### src/rtl/audio_stream_if.sv
// Codec and filter handshake bundle for audio_stream_ctrl.
// The master is the controller; the slave is the codec/filter side.
interface audio_stream_if #(
   parameter int W = 24
);
   // codec side
   logic         read_ready;
   logic         write_ready;
   logic [W-1:0] readdata_left;
   logic [W-1:0] readdata_right;
   logic         read;
   logic         write;
   logic [W-1:0] writedata_left;
   logic [W-1:0] writedata_right;
   // filter side
   logic         proc_valid;
   logic [W-1:0] proc_left;
   logic [W-1:0] proc_right;
   logic         proc_done;
   logic [W-1:0] proc_out_left;
   logic [W-1:0] proc_out_right;

   modport master (
      input  read_ready, write_ready, readdata_left, readdata_right,
             proc_done, proc_out_left, proc_out_right,
      output read, write, writedata_left, writedata_right,
             proc_valid, proc_left, proc_right
   );

   modport slave (
      output read_ready, write_ready, readdata_left, readdata_right,
             proc_done, proc_out_left, proc_out_right,
      input  read, write, writedata_left, writedata_right,
             proc_valid, proc_left, proc_right
   );
endinterface

### src/rtl/audio_stream_ctrl.sv
// One stereo sample at a time: codec read -> filter (or bypass) -> codec write.
// Every output is a register; the combinational process only decides what
// the registers load on the next edge.
module audio_stream_ctrl #(
   parameter int W       = 24,
   parameter int TIMEOUT = 64,
   parameter int CW      = 8
) (
   input  logic          CLOCK_50,
   input  logic          resetn,
   input  logic          enable,
   input  logic          bypass,
   audio_stream_if.master bus,
   output logic          busy,
   output logic [CW-1:0] timeout_cnt,
   output logic [CW-1:0] overrun_cnt
);
   localparam int TW = (TIMEOUT > 1) ? $clog2(TIMEOUT) : 1;
   localparam logic [TW-1:0] T_LAST = TW'(TIMEOUT - 1);

   typedef enum logic [2:0] {IDLE, CAPTURE, PROCESS, WR_WAIT, WRITE} state_t;

   state_t        state, state_d;
   logic          byp_q;        // bypass frozen at transaction start
   logic          rr_q;         // read_ready delayed for edge detect
   logic [TW-1:0] timer;

   logic start, ld_raw, ld_filt, tmo, tmr_clr, tmr_inc;

   // State register
   always_ff @(posedge CLOCK_50) begin
      if (!resetn) state <= IDLE;
      else         state <= state_d;
   end

   // Next-state and load strobes
   always_comb begin
      state_d = state;
      start   = 1'b0;
      ld_raw  = 1'b0;
      ld_filt = 1'b0;
      tmo     = 1'b0;
      tmr_clr = 1'b0;
      tmr_inc = 1'b0;
      case (state)
         IDLE:
            if (enable && bus.read_ready) begin
               start   = 1'b1;
               state_d = CAPTURE;
            end
         CAPTURE:
            if (byp_q) begin
               ld_raw  = 1'b1;
               state_d = WR_WAIT;
            end else begin
               tmr_clr = 1'b1;
               state_d = PROCESS;
            end
         PROCESS:
            // a result arriving on the last allowed cycle still wins
            if (bus.proc_done) begin
               ld_filt = 1'b1;
               state_d = WR_WAIT;
            end else if (timer == T_LAST) begin
               ld_raw  = 1'b1;
               tmo     = 1'b1;
               state_d = WR_WAIT;
            end else begin
               tmr_inc = 1'b1;
            end
         WR_WAIT:
            if (bus.write_ready) state_d = WRITE;
         WRITE:
            state_d = IDLE;
         default:
            state_d = IDLE;
      endcase
   end

   // Registered outputs, sample latches, timer and status counters
   always_ff @(posedge CLOCK_50) begin
      if (!resetn) begin
         bus.read            <= 1'b0;
         bus.write           <= 1'b0;
         bus.proc_valid      <= 1'b0;
         bus.proc_left       <= '0;
         bus.proc_right      <= '0;
         bus.writedata_left  <= '0;
         bus.writedata_right <= '0;
         busy                <= 1'b0;
         byp_q               <= 1'b0;
         rr_q                <= 1'b0;
         timer               <= '0;
         timeout_cnt         <= '0;
         overrun_cnt         <= '0;
      end else begin
         // strobes land in the cycle the FSM spends in CAPTURE / WRITE
         bus.read       <= start;
         bus.proc_valid <= start & ~bypass;
         bus.write      <= (state == WR_WAIT) && bus.write_ready;
         busy           <= (state_d != IDLE);
         rr_q           <= bus.read_ready;

         if (start) begin
            bus.proc_left  <= bus.readdata_left;
            bus.proc_right <= bus.readdata_right;
            byp_q          <= bypass;
         end

         if (ld_raw) begin
            bus.writedata_left  <= bus.proc_left;
            bus.writedata_right <= bus.proc_right;
         end else if (ld_filt) begin
            bus.writedata_left  <= bus.proc_out_left;
            bus.writedata_right <= bus.proc_out_right;
         end

         if (tmr_clr)      timer <= '0;
         else if (tmr_inc) timer <= timer + 1'b1;

         if (tmo && timeout_cnt != '1)
            timeout_cnt <= timeout_cnt + 1'b1;

         // new sample offered while the previous one is still in flight
         if (bus.read_ready && !rr_q && busy && overrun_cnt != '1)
            overrun_cnt <= overrun_cnt + 1'b1;
      end
   end
endmodule

### src/flat_wrapper.sv
// flat-port wrapper written by rule: the top's interface ports become plain ports
module audio_stream_ctrl_flat 
#(
   parameter int W       = 24,
   parameter int TIMEOUT = 64,
   parameter int CW      = 8
)
  (CLOCK_50, resetn, enable, bypass, busy, timeout_cnt, overrun_cnt, bus_read_ready, bus_write_ready, bus_readdata_left, bus_readdata_right, bus_proc_done, bus_proc_out_left, bus_proc_out_right, bus_read, bus_write, bus_writedata_left, bus_writedata_right, bus_proc_valid, bus_proc_left, bus_proc_right);
  audio_stream_if #(.W(W)) bus_i ();
  input  logic CLOCK_50;
  input  logic resetn;
  input  logic enable;
  input  logic bypass;
  output logic busy;
  output logic [CW-1:0] timeout_cnt;
  output logic [CW-1:0] overrun_cnt;
  input wire logic [$bits(bus_i.read_ready)-1:0] bus_read_ready;
  input wire logic [$bits(bus_i.write_ready)-1:0] bus_write_ready;
  input wire logic [$bits(bus_i.readdata_left)-1:0] bus_readdata_left;
  input wire logic [$bits(bus_i.readdata_right)-1:0] bus_readdata_right;
  input wire logic [$bits(bus_i.proc_done)-1:0] bus_proc_done;
  input wire logic [$bits(bus_i.proc_out_left)-1:0] bus_proc_out_left;
  input wire logic [$bits(bus_i.proc_out_right)-1:0] bus_proc_out_right;
  output wire logic [$bits(bus_i.read)-1:0] bus_read;
  output wire logic [$bits(bus_i.write)-1:0] bus_write;
  output wire logic [$bits(bus_i.writedata_left)-1:0] bus_writedata_left;
  output wire logic [$bits(bus_i.writedata_right)-1:0] bus_writedata_right;
  output wire logic [$bits(bus_i.proc_valid)-1:0] bus_proc_valid;
  output wire logic [$bits(bus_i.proc_left)-1:0] bus_proc_left;
  output wire logic [$bits(bus_i.proc_right)-1:0] bus_proc_right;
  assign bus_i.read_ready = bus_read_ready;
  assign bus_i.write_ready = bus_write_ready;
  assign bus_i.readdata_left = bus_readdata_left;
  assign bus_i.readdata_right = bus_readdata_right;
  assign bus_i.proc_done = bus_proc_done;
  assign bus_i.proc_out_left = bus_proc_out_left;
  assign bus_i.proc_out_right = bus_proc_out_right;
  assign bus_read = bus_i.read;
  assign bus_write = bus_i.write;
  assign bus_writedata_left = bus_i.writedata_left;
  assign bus_writedata_right = bus_i.writedata_right;
  assign bus_proc_valid = bus_i.proc_valid;
  assign bus_proc_left = bus_i.proc_left;
  assign bus_proc_right = bus_i.proc_right;
  audio_stream_ctrl #(.W(W), .TIMEOUT(TIMEOUT), .CW(CW)) u_core (.CLOCK_50(CLOCK_50), .resetn(resetn), .enable(enable), .bypass(bypass), .bus(bus_i), .busy(busy), .timeout_cnt(timeout_cnt), .overrun_cnt(overrun_cnt));
endmodule
### config.mk
export PLATFORM = sky130hd
export DESIGN_NAME = audio_stream_ctrl_flat
export DESIGN_NICKNAME = d
export VERILOG_FILES = /design/src/rtl/audio_stream_if.sv /design/src/rtl/audio_stream_ctrl.sv /design/src/flat_wrapper.sv
export SDC_FILE = /design/constraint.sdc
export NUM_CORES = 1
export LEC_CHECK = 0
export CAP_MARGIN = 10
export CORE_ASPECT_RATIO = 1.25
export CORE_UTILIZATION = 43
export DETAILED_ROUTE_END_ITERATION = 6
export HOLD_SLACK_MARGIN = 0.12
export PLACE_DENSITY = 0.8
export SLEW_MARGIN = 20
export SYNTH_ARGS = -nofsm -noshare
export SYNTH_HDL_FRONTEND = slang
export SYNTH_SLANG_ARGS = --single-unit
### constraint.sdc
create_clock -name CLOCK_50 -period 2.4 [get_ports CLOCK_50]
set_input_delay 0.6 -clock CLOCK_50 [delete_from_list [all_inputs] [get_ports CLOCK_50]]
set_output_delay 0.6 -clock CLOCK_50 [all_outputs]
set_load 0.1 [all_outputs]
Word level (Yosys, flattened, before mapping)

Index checks and enable logic that the tools add are counted.
Widths: inputs -> output; s select.

Register bits after elaboration: 127
Input bits: 103
Output and inout bits: 116

$add $sub $neg: 3
Eq/ne operators: 6
Multiplexer cells: 24
Bitwise logic cells: 3
Reductions and logical operators: 11

Operators by type and width:

| cell                | number |
|---|---|
| $mux 24             | 4 |
| $add 8x1->8 const B | 2 |
| $ne 8x8->1 const B  | 2 |
| $mux 1              | 14 |
| $mux 3              | 4 |
| $pmux 3 s4          | 1 |
| $add 6x1->6 const B | 1 |
| $eq 3x2->1 const B  | 2 |
| $eq 6x6->1 const B  | 1 |
| $logic_and 1x1->1   | 6 |
| $eq 3x1->1 const B  | 1 |
| $logic_not 3->1     | 1 |
| $reduce_bool 3->1   | 1 |
| $not 1->1           | 2 |
| $pmux 1 s2          | 1 |
| $reduce_bool 2->1   | 1 |
| $reduce_or 2->1     | 1 |
| $and 1x1->1         | 1 |
| $logic_not 1->1     | 1 |

Logic depth before layout (Yosys ltp)

Depth in word-level cells: 5
Mapped depth: 8
Mapped depth without buffers: 5

Worst setup path after synthesis

Ideal clock, no wire load.

Path kind: register -> register
Start: register u_core.timeout_cnt[0]
End: register u_core.timeout_cnt[1]
Library setup time: 128 ps
Data arrival time: 2096 ps
Data required time: 2272 ps
Slack: 177 ps
Cell stages (with the launch flop): 6
Period minus slack after synthesis: 2223 ps
Cells stage by stage: dfxtp_1 ha_1 nand4_1 o2111ai_4 mux2i_1 nor2_1

Word-level cells in the longest chain between the ends: 2
Elaborated cells on any way between the ends: 3
Classes of those cells: 1 x add/sub; 1 x eq/ne; 1 x reduce/logical

Ends and longest elaborated chain:

| element                                                             | line                     | source |
|---|---|---|
| start: declaration                                                  | audio_stream_ctrl.sv:15  | `output logic [CW-1:0] timeout_cnt,` |
| start signal: assignment                                            | audio_stream_ctrl.sv:122 | `timeout_cnt <= timeout_cnt + 1'b1;` |
| parallel branches: the longest is 2 deep, another holds $add 8x1->8 | -                        |  |

Several ways; the timed one is not identified.
A chain may end at the register's enable or synchronous reset.

Worst setup path in the final report

Start: register u_core.timer[0]
End: register u_core.bus.writedata_right[22]

Word-level cells in the longest chain between the ends: 5
Elaborated cells on any way between the ends: 6
Classes of those cells: 1 x eq/ne; 4 x mux; 1 x reduce/logical

Ends and longest elaborated chain:

| element                                      | line                     | source |
|---|---|---|
| start: declaration                           | audio_stream_ctrl.sv:26  | `logic [TW-1:0] timer;` |
| start signal: assignment                     | audio_stream_ctrl.sv:119 | `else if (tmr_inc) timer <= timer + 1'b1;` |
| $eq 6x6->1 (*)                               | audio_stream_ctrl.sv:64  | `end else if (timer == T_LAST) begin` |
| $mux 1 (*)                                   | audio_stream_ctrl.sv:64  |  |
| $mux 1 (*)                                   | audio_stream_ctrl.sv:61  | `if (bus.proc_done) begin` |
| $pmux 1 s2 (*)                               | audio_stream_ctrl.sv:45  | `case (state)` |
| $mux 24 or $reduce_bool 2->1 (tied branches) | -                        |  |
| end signal: assignment                       | audio_stream_ctrl.sv:112 | `bus.writedata_right <= bus.proc_right;` |
| end signal: assignment                       | audio_stream_ctrl.sv:115 | `bus.writedata_right <= bus.proc_out_right;` |
| end: declaration                             | audio_stream_if.sv:26    | `output read, write, writedata_left, writedata_right,` |

Mark *: on every way between the ends. The rest lies on a longest branch, timed or not.

==> metrics.md <==
| Metric | Value |
|---|---|
| Status | finished, final reports clean |
| Total number of clock tree sinks | about 130 |
| Final setup skew | 0.007708 ns |
| Number of synthesized flops with an enable pin | 0 |
| Placed wire-length estimate | 11.70 mm |
| Avg WL per Cell | between 15 and 20 um |
| Sequential share of power | a little under two fifths |
| Total detailed-routing wirelength | between 15 and 20 mm |
| Setup Fix Bufs, Post-CTS | 0 |
| Number of cell instances on the worst register-to-register path | 6 |
| Area delta synth->final | 49.55% |
| Worst-path fanout max | 21 |
| Non-Filler Cell Area, Final | around 7900 um2 |
| H-Tree Depth | 4 |
| Arrival time at the worst endpoint | roughly 2.3 ns |
| Slew at the pin closest to its max-slew limit | around 0.77 ns |
| Number of global-route vias before repair | a little over 5,000 |
| Register clock-pin slew on the reported worst setup and hold paths | approximately 0.05 ns |
| Global-route wire length before repair | 25.74 mm |
| IR Drop Worst-Case VDD | about 450 uV |
| TritonCTS clock tree | built |
| Post-detailed-placement cell area | approximately 7300 um2 |
| Fmax achieved | 482.6 MHz |
| Vias per inst | around 5.4 |
| Setup violations, final | 0 |
| Area of the mapped netlist | 5275 um2 |
| Hold-fix buffers at CTS | 0 |
| Hold Path Cell Cnt | 2 |
| Number of DRC markers in iteration 0 | about 250 |
| Worst hold path type | reg2reg |
| RSZ-0062 raised after global routing | false |
| Final Max Tran Viols | 0 |
| Mapped Avg Cell Area | slightly below 9 um2 |
| Count of nets after finishing | roughly 900 |
| Static leakage | between 3 and 4 nW |
| Floorplan core area | approximately 12,000 um2 |
| Hold Crit Endpoint | u_core.bus.proc_left[6] |
| Horizontal extent of the die | just over 100 um |
| Cell Pwr Density | ~760 nW/um2 |
| Worst reg2reg path endpoint | u_core.bus.writedata_right[22] |
| Worst-case headroom to the max-slew limit | between 40 and 50% |
| Die Height | about 130 um |
| Root Buffer | sky130_fd_sc_hd__clkbuf_16 |
| Total of max-cap violations | 0 |
| Data required time at the worst endpoint | approximately 2.7 ns |
| Commonest cells after routing, fill and taps aside | sky130_fd_sc_hd__buf_4, sky130_fd_sc_hd__dfxtp_1, sky130_fd_sc_hd__nand2_1 |
| IO buf count | around 220 |
| Post-synthesis cell type count | 48 |
| Total Die Area | about 13,000 um2 |
| Final ANT Viol Nets | 0 |
| Most common cell after layout, fill and taps aside | sky130_fd_sc_hd__buf_4 |
| Synthesized netlist net count | a little under 700 |
| Leading post-synthesis cells by cell area | sky130_fd_sc_hd__dfxtp_1, sky130_fd_sc_hd__a21oi_1, sky130_fd_sc_hd__mux2i_1 |
| Source-to-sink clock delay at the later pin of the worst-skew pair | just over 0.4 ns |
| Minimum clock period | just over 2 ns |
| Fraction of post-synthesis cell area in the top cell type by area | 48.20% |
| I/O pin total | 219 |
| Antenna diodes | 0 |
| Combinational fraction of design power | about 22% |
| Reg-to-reg slack, setup | 0.33 ns |
| Clock buffers created by TritonCTS | 17 |
| Hold path start | u_core.bus.proc_left[6] |
| Critical setup path kind | reg2reg |
| Dominant register cell in the synthesized netlist | sky130_fd_sc_hd__dfxtp_1 |
| Critical path endpoint category | flop |
| Number of optimization iterations in the first detailed-route pass | 7 |
| Number of vias in the routed layout | roughly 5,200 |
| Cell type with the highest aggregate area in the netlist | sky130_fd_sc_hd__dfxtp_1 |
| Yosys warnings | 0 |
| Share of synthesized flip-flops with an asynchronous set or reset | 0% |
| Type of origin of the critical path | flop |
| Number of gates resized after cts | 0 |
| Pint | 4.116 mW |
| Effective utilization at floorplan | between 40% and 50% |
| RR Startpoint | u_core.timer[0] |
| Net Switching | around 1.9 mW |
| Ratio of final minimum period to clock period | a little under nine tenths |
| Core Util, Final | 66.96% |
| Switching share of power | approximately a third |
| Total gr overflow | 0 |
| Number of flip-flops and latches in the synthesized netlist | approximately 130 |
| Final hold violation count | 0 |
| Register area share after synthesis | just under 50% |
| DRC violations left | 0 |
| Placer Congestion | around 0.80 |
| Cell Rows | 44 |
| GRT Overall Usage | 25.92% |
| Final TNS setup | 0 ns |
| Clock share of power | between 30% and 40% |
| Mapped Cells | 590 |
| Share of layout cells above drive strength 1 | a little over a fifth |
| Maximum number of pins on one net before global-route repair | just over 70 |
| Antenna violations before repair | 0 |
| Worst-case clock buffer depth | 2 |
flip-flops by register name (all words and copies together) (netlist names):
register / cells
u_core.bus.proc_left: 24
u_core.bus.proc_right: 24
u_core.bus.proc_valid: 1
u_core.bus.read: 1
u_core.bus.write: 1
u_core.bus.writedata_left: 24
u_core.bus.writedata_right: 24
u_core.busy: 1
u_core.byp_q: 1
u_core.overrun_cnt: 8
u_core.rr_q: 1
u_core.state: 3
u_core.timeout_cnt: 8
u_core.timer: 6
synthesized netlist by cell type, types with 4 or more instances:
master / count
sky130_fd_sc_hd__dfxtp_1: 127
sky130_fd_sc_hd__nand2_1: 112
sky130_fd_sc_hd__a21oi_1: 105
sky130_fd_sc_hd__mux2i_1: 52
sky130_fd_sc_hd__a211oi_1: 48
sky130_fd_sc_hd__clkbuf_1: 34
sky130_fd_sc_hd__nor2_1: 16
sky130_fd_sc_hd__buf_2: 10
sky130_fd_sc_hd__nand3_1: 8
sky130_fd_sc_hd__and2_1: 4
sky130_fd_sc_hd__inv_1: 4
sky130_fd_sc_hd__o21ai_0: 4
sky130_fd_sc_hd__o31ai_1: 4
sky130_fd_sc_hd__or4_1: 4
sky130_fd_sc_hd__xnor2_1: 4
stage by stage:
| stage | power [mW] | hold slack (ns) | std cells | setup WS (ns) |
|---|---|---|---|---|
| global route | 6.224 | 0.4943 | 968 | 0.1857 |
| CTS | 6.054 | 0.4725 | 968 | 0.3331 |
| floorplan | 3.242 | 0.4572 | 590 | 0.1767 |
| finish | 6.016 | 0.4720 | 968 | 0.3280 |
| global placement | 3.645 | 0.4579 | 937 | 0.02339 |
| detailed placement | 3.663 | 0.4654 | 937 | -0.06596 |
worst max-delay path by stage:
stage	from	endpoint	cells after the start
floorplan	u_core.timeout_cnt[0]	u_core.timeout_cnt[1]	5
global placement	bus_proc_done	u_core.timeout_cnt[6]	6
detailed placement	bus_proc_done	u_core.timeout_cnt[4]	7
global route	u_core.timer[0]	u_core.bus.writedata_left[1]	6
CTS	u_core.timer[0]	u_core.bus.writedata_right[11]	6
finish	u_core.timer[0]	u_core.bus.writedata_right[22]	6
layer usage:
| layer | track usage (%) | routed length, um |
|---|---|---|
| met2 | 44.54 | 8521 |
| met1 | 27.97 | 5865 |
| met4 | 15.35 | 648 |
| met3 | 7.270 | 1134 |
| met5 | 0 | 0 |
worst max-delay path, cell delays in order, from the launching register on:
cell                       delay (ns)
sky130_fd_sc_hd__dfxtp_1         0.33
sky130_fd_sc_hd__ha_1            0.28
sky130_fd_sc_hd__and2_0          0.34
sky130_fd_sc_hd__a31oi_4         0.32
sky130_fd_sc_hd__buf_12          0.24
sky130_fd_sc_hd__mux2i_1         0.29
sky130_fd_sc_hd__a211oi_1        0.11
area by class of cell:
cell class                      count  area [um2]
Inverter                            6       23.77
Multi-Input combinational cell    409        2506
Sequential cell                   127        2542
Timing Repair Buffer              234        2062
Clock buffer                       25       495.5
Tap cell                          161       201.4
Clock inverter                      6       57.56
Fill cell                         965        3892
power by group through the flow:
stage          combinational (mW)  clock [mW]  sequential (mW)
3_3_place_gp                 1.32           0             2.32
4_1_cts                      1.34        2.43             2.28
5_1_grt                      1.39        2.53             2.29
6_report                     1.34        2.40             2.28
2_1_floorplan               0.266           0             2.98
3_5_place_dp                 1.34           0             2.33
kinds of logic (layout without fill, tap and decap cells):
group                    after synthesis  in the layout  synth area share [%]
AO/OA/AOI/OAI                        176            176                 20.59
XOR/XNOR                               7              7                 1.162
adder cells (fa/ha/maj)                3              3                0.7117
buffers and inverters                 54            271                 4.506
flip-flops                           127            127                 48.20
multiplexers                          52             52                 9.867
AND/OR/NAND/NOR                      171            171                 14.97
No activity file was read; power rests on OpenSTA's default activity.
